$ cat config.mk
export PLATFORM = sky130hd
export DESIGN_NAME = regfile_mp
export DESIGN_NICKNAME = d
export VERILOG_FILES = /design/src/rtl/regfile_pkg.sv /design/src/rtl/regfile_scoreboard.sv /design/src/rtl/regfile_mp.sv
export SDC_FILE = /design/constraint.sdc
export NUM_CORES = 2
export LEC_CHECK = 0
export ABC_AREA = 1
export CAP_MARGIN = 20
export CELL_PAD_IN_SITES_DETAIL_PLACEMENT = 1
export CELL_PAD_IN_SITES_GLOBAL_PLACEMENT = 2
export CORE_MARGIN = 2
export CORE_UTILIZATION = 30
export DETAILED_ROUTE_END_ITERATION = 10
export PLACE_DENSITY = 0.64
export SLEW_MARGIN = 20
export SYNTH_ARGS = -nofsm -noshare
export SYNTH_HDL_FRONTEND = slang
export SYNTH_HIERARCHICAL = 1
export SYNTH_SLANG_ARGS = --single-unit
$ cat constraint.sdc
create_clock -name clk -period 9.5 [get_ports clk]
set_clock_uncertainty 0.15 [all_clocks]
set_input_delay 1.425 -clock clk [delete_from_list [all_inputs] [get_ports clk]]
set_output_delay 1.425 -clock clk [all_outputs]
set_load 0.005 [all_outputs]
$ cat src/rtl/regfile_pkg.sv
// regfile_pkg: shared types, defaults and write-port arbitration for regfile_mp
package regfile_pkg;
  typedef enum logic {CLEAR, READY} state_t;
  localparam int XLEN_DEF = 64;
  localparam int NREG_DEF = 32;
  localparam int MAXWR = 32;
  typedef struct packed {
    logic       hit;
    logic [4:0] port;
  } wsel_t;
  // Later ports overwrite earlier ones, so the highest matching index wins.
  function automatic wsel_t win_port(input logic [MAXWR-1:0] hit);
    win_port = '0;
    for (int k = 0; k < MAXWR; k++)
      if (hit[k]) win_port = '{hit: 1'b1, port: 5'(k)};
  endfunction
endpackage

$ cat src/rtl/regfile_scoreboard.sv
// regfile_scoreboard: per-register pending bits with alloc/writeback/flush and busy lookup
module regfile_scoreboard
  import regfile_pkg::*;
#(
  parameter int NREG = NREG_DEF,
  parameter int NRD  = 2,
  parameter int AW   = $clog2(NREG)
) (
  input  logic            clk,
  input  logic            rst,
  input  logic            en,
  input  logic [NREG-1:0] wr_hit,
  input  logic [NRD*AW-1:0] rd_addr,
  input  logic            alloc_valid,
  input  logic [AW-1:0]   alloc_rd,
  input  logic            flush,
  output logic [NRD-1:0]  rd_busy
);
  logic [NREG-1:0] pend, pend_nx;
  always_comb begin
    pend_nx = pend;
    if (en)
      for (int r = 1; r < NREG; r++)
        pend_nx[r] = flush ? 1'b0 :
                     (alloc_valid && alloc_rd == AW'(r)) ? 1'b1 :
                     wr_hit[r] ? 1'b0 : pend[r];
    pend_nx[0] = 1'b0;
  end
  always_ff @(posedge clk or negedge rst)
    if (!rst) pend <= '0;
    else pend <= pend_nx;
  // A same-cycle writeback hides the pending bit so the consumer can take bypassed data.
  for (genvar p = 0; p < NRD; p++) begin : g_busy
    logic [AW-1:0] a;
    assign a = rd_addr[p*AW +: AW];
    assign rd_busy[p] = en && pend[a] && !wr_hit[a];
  end
endmodule

$ cat src/rtl/regfile_mp.sv
// regfile_mp: multi-port register file with write bypass, pending scoreboard and post-reset clear
module regfile_mp
  import regfile_pkg::*;
#(
  parameter int XLEN = XLEN_DEF,
  parameter int NREG = NREG_DEF,
  parameter int NRD  = 2,
  parameter int NWR  = 1,
  parameter int AW   = $clog2(NREG)
) (
  input  logic                clk,
  input  logic                rst,
  output logic                ready,
  input  logic [NWR-1:0]      wb_wen,
  input  logic [NWR*AW-1:0]   wb_rd,
  input  logic [NWR*XLEN-1:0] wb_data,
  input  logic [NRD*AW-1:0]   rd_addr,
  output logic [NRD*XLEN-1:0] rd_data,
  output logic [NRD-1:0]      rd_busy,
  input  logic                alloc_valid,
  input  logic [AW-1:0]       alloc_rd,
  input  logic                flush
);
  state_t state, state_nx;
  logic [AW-1:0] idx, idx_nx;
  logic [XLEN-1:0] mem [NREG];
  logic [XLEN-1:0] wv [NREG];
  wsel_t wsel [NREG];
  logic [NREG-1:0] wr_hit;
  always_ff @(posedge clk or negedge rst)
    if (!rst) begin
      state <= CLEAR;
      idx   <= '0;
    end else begin
      state <= state_nx;
      idx   <= idx_nx;
    end
  // NREG is a power of two, so an all-ones index is the last entry.
  always_comb begin
    state_nx = (state == CLEAR && &idx) ? READY : state;
    idx_nx   = (state == CLEAR) ? idx + 1'b1 : idx;
  end
  assign ready = state == READY;
  for (genvar r = 0; r < NREG; r++) begin : g_sel
    logic [MAXWR-1:0] hit;
    logic [XLEN-1:0] d;
    wsel_t s;
    always_comb begin
      hit = '0;
      for (int k = 0; k < NWR; k++)
        hit[k] = wb_wen[k] && wb_rd[k*AW +: AW] == AW'(r);
    end
    assign s = win_port(hit);
    always_comb begin
      d = '0;
      for (int k = 0; k < NWR; k++)
        if (s.port == 5'(k)) d = wb_data[k*XLEN +: XLEN];
    end
    assign wsel[r]   = s;
    assign wv[r]     = d;
    assign wr_hit[r] = s.hit && ready && r != 0;
  end
  always_ff @(posedge clk)
    if (state == CLEAR) mem[idx] <= '0;
    else
      for (int r = 1; r < NREG; r++)
        if (wr_hit[r]) mem[r] <= wv[r];
  for (genvar p = 0; p < NRD; p++) begin : g_rd
    logic [AW-1:0] a;
    assign a = rd_addr[p*AW +: AW];
    assign rd_data[p*XLEN +: XLEN] = (!ready || a == '0) ? '0 :
                                     wsel[a].hit ? wv[a] : mem[a];
  end
  regfile_scoreboard #(.NREG(NREG), .NRD(NRD), .AW(AW)) u_sb (
    .clk        (clk),
    .rst        (rst),
    .en         (ready),
    .wr_hit     (wr_hit),
    .rd_addr    (rd_addr),
    .alloc_valid(alloc_valid),
    .alloc_rd   (alloc_rd),
    .flush      (flush),
    .rd_busy    (rd_busy)
  );
endmodule

==> flow_summary.ini <==
[run_status]
run_status = finished clean

[routing]
wl_per_cell_um = 35.8
vias = 104000
1st_iter_drt_viols = 13200
post_drt_via_cell_ratio = 6.10
ant_nets = 0
wirelength_mm = 613
firstDrtPassIters = 6
drt_drc_violations_left = 0

[finish]
regArea_um2 = 60500
drive_gt1_share_pct = 6.24
commonest_cells_after_routing_fill_and_taps_aside = nor2_1, edfxtp_1, nand2_1
area_growth_syn_to_layout_pct = 13.1
num-nets-final = 12200
mostFrequentLayoutCell = nor2_1
multi_input_area_um2 = 40500
n_fill_cell = 41500

[clocking]
clkSinkCount = 2021
cts_tree = yes
postCtsResizedCells = 0
postCtsHoldBufs = 0
ctsRootBufferMaster = clkbuf_16
cts_post_setup_buffers_inserted = 0
clk-insertion-delay-late_ns = 0.96
htreeDepth = 4
cts_buffer_depth = 4
clk_pin_slew_worst_paths_ns = 0.06
cts_inserted_buffers = 245

[floorplanning]
die_y_um = 607
boundaryPins = 220
die_area_um2 = 368000
row_count = 221
core_area_um2 = 362000
floorplan.initialDensity_pct = 30.1
die_width_um = 607

[worst_setup_path]
critical_path_class = input pin to output pin
r2r-end = mem[28][45]
r2r_setup_slack_ns = 5.35
worst-endpoint-arrival_ns = 6.15
timing.critical_path.to_type = output pin
crit_required_ns = 7.93
crit_start = rd_addr[1]
timing.rr.start = idx[2]
worst_setup_path_start_kind = input pin
worst_r2r_path_depth = 4
critical_path.max_fanout = 65

[flow_run]
drv.max_cap_violation_count = 0

[sta]
timing.setup.tns_ns = 0
finalWorstPathRequiredPeriod_ns = 7.73
rsz_0062_raised_after_global_routing = false
report.final.setup_viol = 0
final.period_utilization_pct = 81.4
finalHoldViolations = 0
fmax_mhz = 129
postLayoutSetupSlackWorst_ns = 1.77
slew_viol_final = 0
worst_slew_pin_slew_ns = 1.24
relSlewSlack_pct = 17.2

[global_routing]
grt_pass1_wl_mm = 839
globalRouteTotalUtil_pct = 32.4
grt_remaining_overflow = 0
grt_max_degree = 170
via_count_of_the_first_global_routing_pass = 105000
grt_antenna_before_repair = 30

[power]
vdd.ir_drop.worst_mv = 0.174
total_leakage_power_uw = 0.0463
power_density_nw_per_um2 = 176

[logic_synthesis]
synth_area_um2 = 109000
ys.warnings.count = 6
syn_avg_cell_area_um2 = 8.67
synth_cells = 12600
mappedNetlistNets = 12700

[placement]
pre_cts_ws_ns = 1.97
hpwl_mm = 329
place_congestion = 0.843
port_buffer_count = 219

[min_path]
hp-class = input pin to asynchronous set/reset pin
stage by stage:
stage	power [uW]	instance area, um2	hold slack [ns]	instances	util (%)
2_1_floorplan	11200	109000	0.309	12600	-
3_3_place_gp	12500	116000	0.335	16600	31.9
3_5_place_dp	12500	116000	0.345	16700	32.0
4_1_cts	21700	123000	0.358	17100	34.0
5_1_grt	22200	123000	0.318	17100	34.1
6_report	21700	123000	0.315	17100	34.1
report_power, final:
part           switching [uW]  internal (uW)
Sequential               2.92           9680
Clock                    4110           5190
Combinational            2060            676
how the worst max path moves through the flow:
stage	endpoint	cells after the start	slack [ns]
floorplan	mem[31][0]	5	3.01
global placement	rd_data[3]	15	1.89
detailed placement	rd_data[3]	15	1.97
CTS	rd_data[3]	15	1.95
global route	rd_data[3]	15	1.83
finish	rd_data[3]	15	1.77
routing by layer:
metal | up-vias | wire [um] | GRT usage [%]
met3 | 1303 | 54600 | 5.44
met1 | 54400 | 254000 | 43.6
met2 | 5898 | 276000 | 51.6
met5 | - | 114 | 0
met4 | 16 | 27600 | 13.2
li1 | 42700 | - | -
layout make-up:
class / count / share of cell area, %
diodes: 13 / 0.0264
clock buffers: 307 / 5.23
clock inverters: 130 / 0.867
inverters: 915 / 2.97
multi-input cells: 8405 / 32.9
flip-flops and latches: 2021 / 49.1
well taps: 4794 / 4.86
repair buffers: 521 / 4.10
critical path, cell delays in order:
cell and delay (ns):
buf_8 0.20, inv_8 0.59, nand2_8 0.41, inv_4 0.51, nand2_1 0.11, nand2_1 0.07, nor2_1 0.05, nand2_1 0.06
nand3_1 0.16, nand2_1 0.15, nand2_1 0.13, nand2_8 0.53, nor2_1 0.25, nor2_1 0.65, clkdlybuf4s50_1 0.65
flip-flops by register name (all words and copies together) (netlist names):
register   cells
u_sb/pend     31
mem         1984
idx            5
ready          1
No activity file was read; power rests on OpenSTA's default activity.
